==> src/rtl/alu_exec_if.sv <==
// ============================================================================
// Module   : alu_exec_if
// Brief    : Valid/ready request and response bundle for alu_exec_unit.
//            The master drives operations and accepts results. The slave
//            (the ALU) accepts operations and presents results.
// Revision : 1.0 - initial release
// ============================================================================
`default_nettype none

interface alu_exec_if #(
    parameter int DATA_W = 32
);
    logic              in_valid;
    logic              in_ready;
    logic [3:0]        alu_ctrl;
    logic [DATA_W-1:0] op_a;
    logic [DATA_W-1:0] op_b;
    logic              out_valid;
    logic              out_ready;
    logic [DATA_W-1:0] result;
    logic              zero;

    modport master (
        output in_valid, alu_ctrl, op_a, op_b, out_ready,
        input  in_ready, out_valid, result, zero
    );

    modport slave (
        input  in_valid, alu_ctrl, op_a, op_b, out_ready,
        output in_ready, out_valid, result, zero
    );
endinterface

`default_nettype wire

==> src/rtl/alu_exec_unit.sv <==
// ============================================================================
// Module   : alu_exec_unit
// Brief    : Execute-stage ALU with valid/ready handshakes and a registered
//            result/zero output. Logic and arithmetic ops take one cycle.
//            Shifts use an iterative 1-bit/cycle shifter unless the
//            ALU_BARREL_SHIFT_EN macro is defined. In that case a
//            combinational barrel shifter gives every op 1-cycle latency.
// Revision : 1.0 - initial release
// ============================================================================
`default_nettype none

module alu_exec_unit #(
    parameter int DATA_W = 32
) (
    input wire logic  clk,
    input wire logic  reset,
    alu_exec_if.slave bus
);

    localparam int c_shamt_w = $clog2(DATA_W);

    // alu_ctrl encoding is {funct7[5], funct3}
    localparam logic [3:0] c_op_add  = 4'b0000;
    localparam logic [3:0] c_op_sub  = 4'b1000;
    localparam logic [3:0] c_op_sll  = 4'b0001;
    localparam logic [3:0] c_op_slt  = 4'b0010;
    localparam logic [3:0] c_op_sltu = 4'b0011;
    localparam logic [3:0] c_op_xor  = 4'b0100;
    localparam logic [3:0] c_op_srl  = 4'b0101;
    localparam logic [3:0] c_op_sra  = 4'b1101;
    localparam logic [3:0] c_op_or   = 4'b0110;
    localparam logic [3:0] c_op_and  = 4'b0111;

    localparam logic [1:0] c_st_idle  = 2'd0;
`ifndef ALU_BARREL_SHIFT_EN
    localparam logic [1:0] c_st_shift = 2'd1;
`endif
    localparam logic [1:0] c_st_done  = 2'd2;

    logic [1:0]          r_state;
    logic [DATA_W-1:0]   r_result;
    logic                r_zero;
    logic                w_in_ready;
    logic                w_accept;
    logic [c_shamt_w-1:0] w_shamt;
    logic [DATA_W-1:0]   w_alu_res;

`ifndef ALU_BARREL_SHIFT_EN
    logic                 w_is_shift;
    logic [c_shamt_w-1:0] r_cnt;
    logic [DATA_W-1:0]    r_shift_val;
    logic                 r_shift_left;
    logic                 r_shift_arith;
    logic [DATA_W-1:0]    w_shift_next;
`endif

    // A finished result can be retired and replaced in the same cycle
    assign w_in_ready = (r_state == c_st_idle) ||
                        ((r_state == c_st_done) && bus.out_ready);
    assign w_accept   = bus.in_valid && w_in_ready;
    assign w_shamt    = bus.op_b[c_shamt_w-1:0];

    // Single-cycle result. In iterative mode shifts yield op_a here, which
    // is the correct result only for the zero-amount case that bypasses SHIFT.
    always_comb begin
        w_alu_res  = '0;
`ifndef ALU_BARREL_SHIFT_EN
        w_is_shift = 1'b0;
`endif
        case (bus.alu_ctrl)
            c_op_add:  w_alu_res = bus.op_a + bus.op_b;
            c_op_sub:  w_alu_res = bus.op_a - bus.op_b;
            c_op_slt:  w_alu_res = {{(DATA_W-1){1'b0}}, ($signed(bus.op_a) < $signed(bus.op_b))};
            c_op_sltu: w_alu_res = {{(DATA_W-1){1'b0}}, (bus.op_a < bus.op_b)};
            c_op_xor:  w_alu_res = bus.op_a ^ bus.op_b;
            c_op_or:   w_alu_res = bus.op_a | bus.op_b;
            c_op_and:  w_alu_res = bus.op_a & bus.op_b;
`ifdef ALU_BARREL_SHIFT_EN
            c_op_sll:  w_alu_res = bus.op_a << w_shamt;
            c_op_srl:  w_alu_res = bus.op_a >> w_shamt;
            c_op_sra:  w_alu_res = $unsigned($signed(bus.op_a) >>> w_shamt);
`else
            c_op_sll, c_op_srl, c_op_sra: begin
                w_is_shift = 1'b1;
                w_alu_res  = bus.op_a;
            end
`endif
            default:   w_alu_res = '0;
        endcase
    end

`ifndef ALU_BARREL_SHIFT_EN
    // One-bit step of the iterative shifter; SRA replicates the latched MSB
    always_comb begin
        if (r_shift_left) begin
            w_shift_next = {r_shift_val[DATA_W-2:0], 1'b0};
        end else begin
            w_shift_next = {r_shift_arith & r_shift_val[DATA_W-1], r_shift_val[DATA_W-1:1]};
        end
    end
`endif

    // Control FSM, operand capture and result register
    always_ff @(posedge clk) begin
        if (reset) begin
            r_state       <= c_st_idle;
            r_result      <= '0;
            r_zero        <= 1'b0;
`ifndef ALU_BARREL_SHIFT_EN
            r_cnt         <= '0;
            r_shift_val   <= '0;
            r_shift_left  <= 1'b0;
            r_shift_arith <= 1'b0;
`endif
        end else begin
            case (r_state)
                c_st_idle, c_st_done: begin
                    if (w_accept) begin
`ifndef ALU_BARREL_SHIFT_EN
                        if (w_is_shift && (w_shamt != '0)) begin
                            r_shift_val   <= bus.op_a;
                            r_cnt         <= w_shamt;
                            r_shift_left  <= (bus.alu_ctrl == c_op_sll);
                            r_shift_arith <= (bus.alu_ctrl == c_op_sra);
                            r_state       <= c_st_shift;
                        end else
`endif
                        begin
                            r_result <= w_alu_res;
                            r_zero   <= (w_alu_res == '0);
                            r_state  <= c_st_done;
                        end
                    end else if ((r_state == c_st_done) && bus.out_ready) begin
                        r_state <= c_st_idle;
                    end
                end
`ifndef ALU_BARREL_SHIFT_EN
                c_st_shift: begin
                    r_shift_val <= w_shift_next;
                    r_cnt       <= r_cnt - c_shamt_w'(1);
                    // Last step: publish the final shifted value
                    if (r_cnt == c_shamt_w'(1)) begin
                        r_result <= w_shift_next;
                        r_zero   <= (w_shift_next == '0);
                        r_state  <= c_st_done;
                    end
                end
`endif
                default: r_state <= c_st_idle;
            endcase
        end
    end

    assign bus.in_ready  = w_in_ready;
    assign bus.out_valid = (r_state == c_st_done);
    assign bus.result    = r_result;
    assign bus.zero      = r_zero;

endmodule

`default_nettype wire

==> src/flat_wrapper.sv <==
// flat-port wrapper written by rule: the top's interface ports become plain ports
module alu_exec_unit_flat 
#(
    parameter int DATA_W = 32
)
  (clk, reset, bus_in_valid, bus_alu_ctrl, bus_op_a, bus_op_b, bus_out_ready, bus_in_ready, bus_out_valid, bus_result, bus_zero);
  alu_exec_if #(.DATA_W(DATA_W)) bus_i ();
  input wire logic clk;
  input wire logic reset;
  input wire logic [$bits(bus_i.in_valid)-1:0] bus_in_valid;
  input wire logic [$bits(bus_i.alu_ctrl)-1:0] bus_alu_ctrl;
  input wire logic [$bits(bus_i.op_a)-1:0] bus_op_a;
  input wire logic [$bits(bus_i.op_b)-1:0] bus_op_b;
  input wire logic [$bits(bus_i.out_ready)-1:0] bus_out_ready;
  output wire logic [$bits(bus_i.in_ready)-1:0] bus_in_ready;
  output wire logic [$bits(bus_i.out_valid)-1:0] bus_out_valid;
  output wire logic [$bits(bus_i.result)-1:0] bus_result;
  output wire logic [$bits(bus_i.zero)-1:0] bus_zero;
  assign bus_i.in_valid = bus_in_valid;
  assign bus_i.alu_ctrl = bus_alu_ctrl;
  assign bus_i.op_a = bus_op_a;
  assign bus_i.op_b = bus_op_b;
  assign bus_i.out_ready = bus_out_ready;
  assign bus_in_ready = bus_i.in_ready;
  assign bus_out_valid = bus_i.out_valid;
  assign bus_result = bus_i.result;
  assign bus_zero = bus_i.zero;
  alu_exec_unit #(.DATA_W(DATA_W)) u_core (.clk(clk), .reset(reset), .bus(bus_i));
endmodule
==> config.mk <==
export PLATFORM = sky130hd
export DESIGN_NAME = alu_exec_unit_flat
export DESIGN_NICKNAME = d
export VERILOG_FILES = /design/src/rtl/alu_exec_if.sv /design/src/rtl/alu_exec_unit.sv /design/src/flat_wrapper.sv
export SDC_FILE = /design/constraint.sdc
export NUM_CORES = 1
export LEC_CHECK = 0
export BUFFER_PORTS_ARGS = -buffer_cell sky130_fd_sc_hd__buf_2
export CAP_MARGIN = 15
export CORE_AREA = 2 2 127 160
export CTS_CLUSTER_DIAMETER = 100
export DETAILED_ROUTE_END_ITERATION = 10
export DIE_AREA = 0 0 129 162
export PLACE_DENSITY_LB_ADDON = 0.15
export SLEW_MARGIN = 30
export SYNTH_ARGS = -nofsm -noshare
export SYNTH_HDL_FRONTEND = slang
export SYNTH_SLANG_ARGS = --single-unit
==> constraint.sdc <==
create_clock -name clk -period 4.95 [get_ports clk]
set_input_delay 0.495 -clock clk [delete_from_list [all_inputs] [get_ports clk]]
set_output_delay 0.495 -clock clk [all_outputs]
set_load 0.05 [all_outputs]
## Word-level counts from Yosys, hierarchy flattened

Index checks and enable logic that the tools add are counted.

| word-level totals | value |
|---|---|
| register bits after elaboration | 74 |
| word-level logic and storage cells | 71 |
| bits in writable memories | 0 |
| ROM bits | 0 |
| latch bits | 0 |
| output and inout port bits | 35 |
| memories kept | 0 |
| bits of input ports | 72 |

| cells by class | value |
|---|---|
| add/subtract/negate cells | 3 |
| multiply operators | 0 |
| reduce and logical (&&, ||, !) cells | 16 |
| eq/ne operators | 17 |
| div/mod/pow operators | 0 |
| $lt $le $gt $ge | 2 |
| shifts and indexed selects | 0 |
| muxes and demuxes | 22 |
| bitwise operators | 4 |

Operator list:

| operator | number |
|---|---|
| $pmux W32 S8 | 1 |
| $mux W32 | 6 |
| $pmux W32 S2 | 2 |
| $logic_not A32 Y1 | 2 |
| $lt A32 B32 Y1 | 2 |
| $add A32 B32 Y32 | 1 |
| $and A32 B32 Y32 | 1 |
| $or A32 B32 Y32 | 1 |
| $sub A32 B32 Y32 | 1 |
| $xor A32 B32 Y32 | 1 |
| $eq A4 B3 Y1 const B | 4 |
| $mux W5 | 2 |
| $pmux W5 S2 | 1 |
| $eq A4 B2 Y1 const B | 2 |
| $eq A4 B4 Y1 const B | 2 |
| $mux W2 | 4 |
| $ne A2 B1 Y1 const B | 3 |
| $reduce_and A3 Y1 | 2 |
| $eq A5 B1 Y1 const B | 1 |
| $reduce_bool A5 Y1 | 1 |
| $sub A5 B1 Y5 const B | 1 |
| $eq A4 B1 Y1 const B | 1 |
| $logic_not A4 Y1 | 1 |
| $mux W1 | 4 |
| other kinds (15) | 17 |

## Logic depth before layout (Yosys ltp)

| depth | value |
|---|---|
| word-level depth | 7 |
| depth in mapped cells | 15 |
| mapped depth without buffers | 15 |

## Least setup slack after synthesis

OpenSTA, ideal clock, no wires.

| path | value |
|---|---|
| kind | input-to-reg |
| from | input bus_op_a[0] |
| to | register u_core.r_zero, in the netlist u_core.bus.zero |
| data arrival time | 3.501 ns |
| stages on the path | 15 |
| setup time | 0.057 ns |
| buffers on the path | 0 |
| path slack | 1.391 ns |
| required time | 4.893 ns |
| cell sequence | inv_1 ha_1 inv_1 fa_1 nor2b_1 o311ai_2 a21boi_1 o31ai_1 a41o_1 nand2_1 mux2_1 a211oi_1 nand2_1 nor4_2 a21o_1 |

| on the way | value |
|---|---|
| longest elaborated chain between the ends | 6 |
| elaborated cells on any way between the ends | 12 |
| classes of those cells | 2 x add/sub; 2 x order compare; 4 x mux; 3 x bitwise; 1 x reduce/logical |

RTL lines:

| what | RTL line | RTL |
|---|---|---|
| from (decl) | flat_wrapper.sv:12 | `input wire logic [$bits(bus_i.op_a)-1:0] bus_op_a;` |
| $sub A32 B32 Y32 (tied with other cells) | alu_exec_unit.sv:72 | `c_op_sub: w_alu_res = bus.op_a - bus.op_b;` |
| $pmux W32 S8 (*) | alu_exec_unit.sv:70 | `case (bus.alu_ctrl)` |
| $logic_not A32 Y1 (*) | alu_exec_unit.sv:130 | `r_zero <= (w_alu_res == '0);` |
| $mux W1 (*) | alu_exec_unit.sv:120 | `if (w_is_shift && (w_shamt != '0)) begin` |
| $mux W1 (*) | alu_exec_unit.sv:118 | `if (w_accept) begin` |
| $pmux W1 S2 (*) | alu_exec_unit.sv:116 | `case (r_state)` |
| to (signal assigned) | alu_exec_unit.sv:130 |  |
| to (signal assigned) | alu_exec_unit.sv:144 | `r_zero <= (w_shift_next == '0);` |
| to (decl) | alu_exec_unit.sv:42 | `logic r_zero;` |

Mark *: on every way between the ends. The rest lies on a longest branch, timed or not. The select of a mux whose other input is x is not followed.
A chain may end at the register's enable or synchronous reset.

## Final worst setup path

| path | value |
|---|---|
| from | input bus_op_b[2] |
| to | register u_core.r_zero, in the netlist u_core.bus.zero |

| on the way | value |
|---|---|
| longest elaborated chain between the ends | 6 |
| elaborated cells on any way between the ends | 16 |
| classes of those cells | 2 x add/sub; 2 x order compare; 1 x eq/ne; 4 x mux; 3 x bitwise; 4 x reduce/logical |

RTL lines:

| what | RTL line | RTL |
|---|---|---|
| from (decl) | flat_wrapper.sv:13 | `input wire logic [$bits(bus_i.op_b)-1:0] bus_op_b;` |
| $sub A32 B32 Y32 (tied with other cells) | alu_exec_unit.sv:72 |  |
| $pmux W32 S8 | alu_exec_unit.sv:70 |  |
| $logic_not A32 Y1 | alu_exec_unit.sv:130 |  |
| $mux W1 | alu_exec_unit.sv:120 |  |
| $mux W1 | alu_exec_unit.sv:118 |  |
| $pmux W1 S2 | alu_exec_unit.sv:116 |  |

Several ways; a longest one is shown, not always the timed one. The select of a mux whose other input is x is not followed.

==> run summary <==
Number of non-filler instances in the completed layout: 1697
Full die area: 0.0209 mm2
Number of vias in the routed layout: 11200
CTS H-tree depth: 3
Number of primary I/O pins: 107
Hold_ws: 0.448 ns
Post-route clock skew: 0.00667 ns
Hold-fix buffers, CTS: 0
Last weighted congestion value of the routability-driven placer: 1.01
Startpoint types: input pin
Final setup violation count: 0
Clock tree buffer depth: 2
Post-CTS Resized: 0
Number of diodes added for antenna fixing: 0
DRC violation count after routing: 0
Leakage power total: 4.50 nW
Met3 routed WL: 2960 um
Number of global-route vias before repair: 10700
Num CTS Buffers: 9
Yosys top cell by area: dfxtp_1
Total Neg Setup Slack: 0 ns
Clock latency of the later-clocked register in the worst-skew pair: 0.33 ns
Fill cell total of the finished layout: 1941
Routed metal-1 wirelength: 14800 um
Yosys synthesis warning count: 0
Maximum number of pins on one net before global-route repair: 77
Count of cell types in the netlist: 97
TritonCTS clock tree: done
Max layer used: met4
Post-Synthesis Mean Instance Area: 7.01 um2
P per Cell Area: 231 mW/mm2
Initial core utilization: 50.1%
GRT Total Usage: 36.7%
Vertical extent of the die: 162 um
Total of max-cap violations: 0
Largest driver fanout on the critical path: 10
Top cell type's share of synthesized area: 15.3%
Buffers added on ports: 106
Global-route wire length before repair: 59400 um
Number of routed nets with antenna violations: 0
Final standard cell area without fillers: 0.0107 mm2
Final layout net count: 1606
Worst setup EP type: register
Placed Cells: 1681
Clk Tree Root Cell: clkbuf_16
Number of optimization iterations in the first detailed-route pass: 6
Total wire length: 39200 um
VDD IR max: 213 uV
Buffers inserted during post-CTS setup optimization: 0
Fraction of synthesis flops using an asynchronous set or reset pin: 0%
Run status: finished, final reports clean
Iter 0 DRT Violations: 1273
Mapped cell area: 0.00968 mm2
Num rows: 57
Clock transition at the register clock pins on the worst setup and hold paths after CTS: 0.06 ns
Fraction of final layout cells with drive strength greater than 1: 13.0%
Placeable core area: 0.0193 mm2
Area growth syn-to-layout: 10.9%
Dominant synthesized flop cell: dfxtp_1
Synthesized flop and latch total: 74
Slew at the pin closest to its max-slew limit: 0.790 ns
Number of antenna violations at the first check in global routing: 0
Unrepaired setup endpoints after global routing: false
Maximum operating frequency: 240 MHz
Signal arrival time at the worst endpoint: 4.44 ns
Average via count per standard cell: 6.60
Tcrit/Tclk final: 84.0%
Detail-routed net length per standard cell: 23.1 um
Category of the critical setup timing path: in -> reg
Syn nets: 1560
Time the final worst path needs with I/O delays and setup: 4.16 ns
Classification of the worst-slack hold path: reg -> reg
Number of pins exceeding their max-slew limit in the final report: 0
Mapped Cells: 1381
Standard cell area after detailed placement: 0.0104 mm2
Sequential area share after synthesis: 15.3%
Overflow left after global routing: 0
Number of endpoints with negative hold slack in the final report: 0
DIE WIDTH: 129 um
DP Wirelength: 30000 um
Area contributors post-synth: dfxtp_1 15%, ha_1 14%, a21oi_1 7.0%
Number of enable-type register cells in the synthesized netlist: 0
CP Data Required Time: 5.23 ns
Max transition margin: 46.0%
Num Clock Sinks: 74
Met2 wire length: 18100 um
## synth_stat cells (all sizes together) (22+ instances only)
cell type	instances
a211oi	25
a21oi	136
a221oi	38
buf	22
clkbuf	76
dfxtp	74
ha	105
inv	96
mux2i	35
nand2	115
nand3	33
nor2	173
nor3	40
o21ai	57
## worst max-delay path, stage by stage
cell and delay [ns]:
buf_2 0.14, inv_1 0.08, ha_1 0.43, a21oi_1 0.32, a21oi_1 0.21, a2111oi_2 0.70, o31ai_1 0.18, o21a_1 0.20
a2111oi_0 0.73, buf_4 0.25, nor4b_1 0.22, nand4_1 0.15, nor4_2 0.17, a21o_1 0.14
## path summary, 6_finish.rpt
kind	start	end	slack [ns]	cells after the start
worst max-delay path	bus_op_b[2]	u_core.bus.zero$_SDFFE_PP0P_	0.79	14
worst min register to register	u_core.bus.result[20]$_SDFFE_PP0P_	u_core.bus.result[20]$_SDFFE_PP0P_	0.45	2
worst min-delay path	u_core.bus.result[20]$_SDFFE_PP0P_	u_core.bus.result[20]$_SDFFE_PP0P_	0.45	2
worst max register to register	u_core.r_state[1]$_SDFFE_PP0P_	u_core.bus.zero$_SDFFE_PP0P_	1.46	11
## state kept, by name, summed over array words and instances, names as in the netlist
signal and count:
u_core.bus.result 32, u_core.bus.zero 1, u_core.r_cnt 5, u_core.r_shift_arith 1
u_core.r_shift_left 1, u_core.r_shift_val 32, u_core.r_state 2
## through the flow
step           util [%]  total power (W)  setup WS [ns]
6_report           55.6          0.00248          0.792
5_1_grt            55.6          0.00259          0.555
4_1_cts            55.6          0.00246          0.765
3_5_place_dp       53.8          0.00171          0.448
3_3_place_gp       53.8          0.00171          0.399
2_1_floorplan         -          0.00137           1.39
## logic make-up after synthesis
family | share of synthesized area, %
DFF | 15.3
adders and majority gates | 14.0
AOI/OAI and AO/OA | 34.8
muxes | 4.08
xor gates and xnor gates | 0.452
buffers and inverters | 7.72
and+or+nand+nor | 23.7
## power by group
group	switching, W	internal (W)	total (W)
registers	0.0000261	0.000631	0.000657
clock network	0.000257	0.000494	0.000751
logic	0.000725	0.000348	0.00107
## cell usage in the layout, fill, tap and decap left out, types with 6 or more instances in the layout
master     netlist  routed
o31ai_1         19      19
a221oi_1        37      37
buf_2           12     106
a32oi_1          7       7
nand3_1         33      33
o211ai_1        20      20
nor2_1         173     171
nor4_1          14      13
buf_4            0      26
a22oi_1         10      10
mux2i_1         35      35
ha_1           105     105
nand3b_1         7       7
o21ai_0         45      45
a311oi_1         9       9
a221o_1          6       6
o21ai_1         12      12
a21o_1          20      20
inv_1           91      91
a211oi_1        25      25
o221ai_1        12      12
nand2_1        115     115
o21a_1           7       7
nor2b_1         21      20
o31a_1           6       6
and3_1           7       7
a211o_1          9       9
o2111ai_1        8       8
nand2b_1        15      14
a31oi_1         10      10
nor3_1          40      40
o21bai_1        10      10
or3_1            6       6
o22ai_1          7       7
and2_1          10      10
nand4_1         14      14
a21oi_1        136     136
clkbuf_16        0       9
dfxtp_1         74      73
## final cells by class
type / instances / area (um2) / share of cell area, %
Clock buffer: 10 / 229 / 2.13
Timing Repair Buffer: 133 / 746 / 6.94
Inverter: 97 / 364 / 3.39
Tap cell: 265 / 332 / 3.09
Sequential cell: 74 / 1490 / 13.8
Clock inverter: 6 / 114 / 1.06
Multi-Input combinational cell: 1112 / 7470 / 69.6
## routing by layer
metal  up-vias  track usage, %
met5         -               0
met4         0            26.5
met3       196            5.27
met2       637            60.6
met1      5179            43.0
li1       5195               -
(Power assumes the default switching activity.)
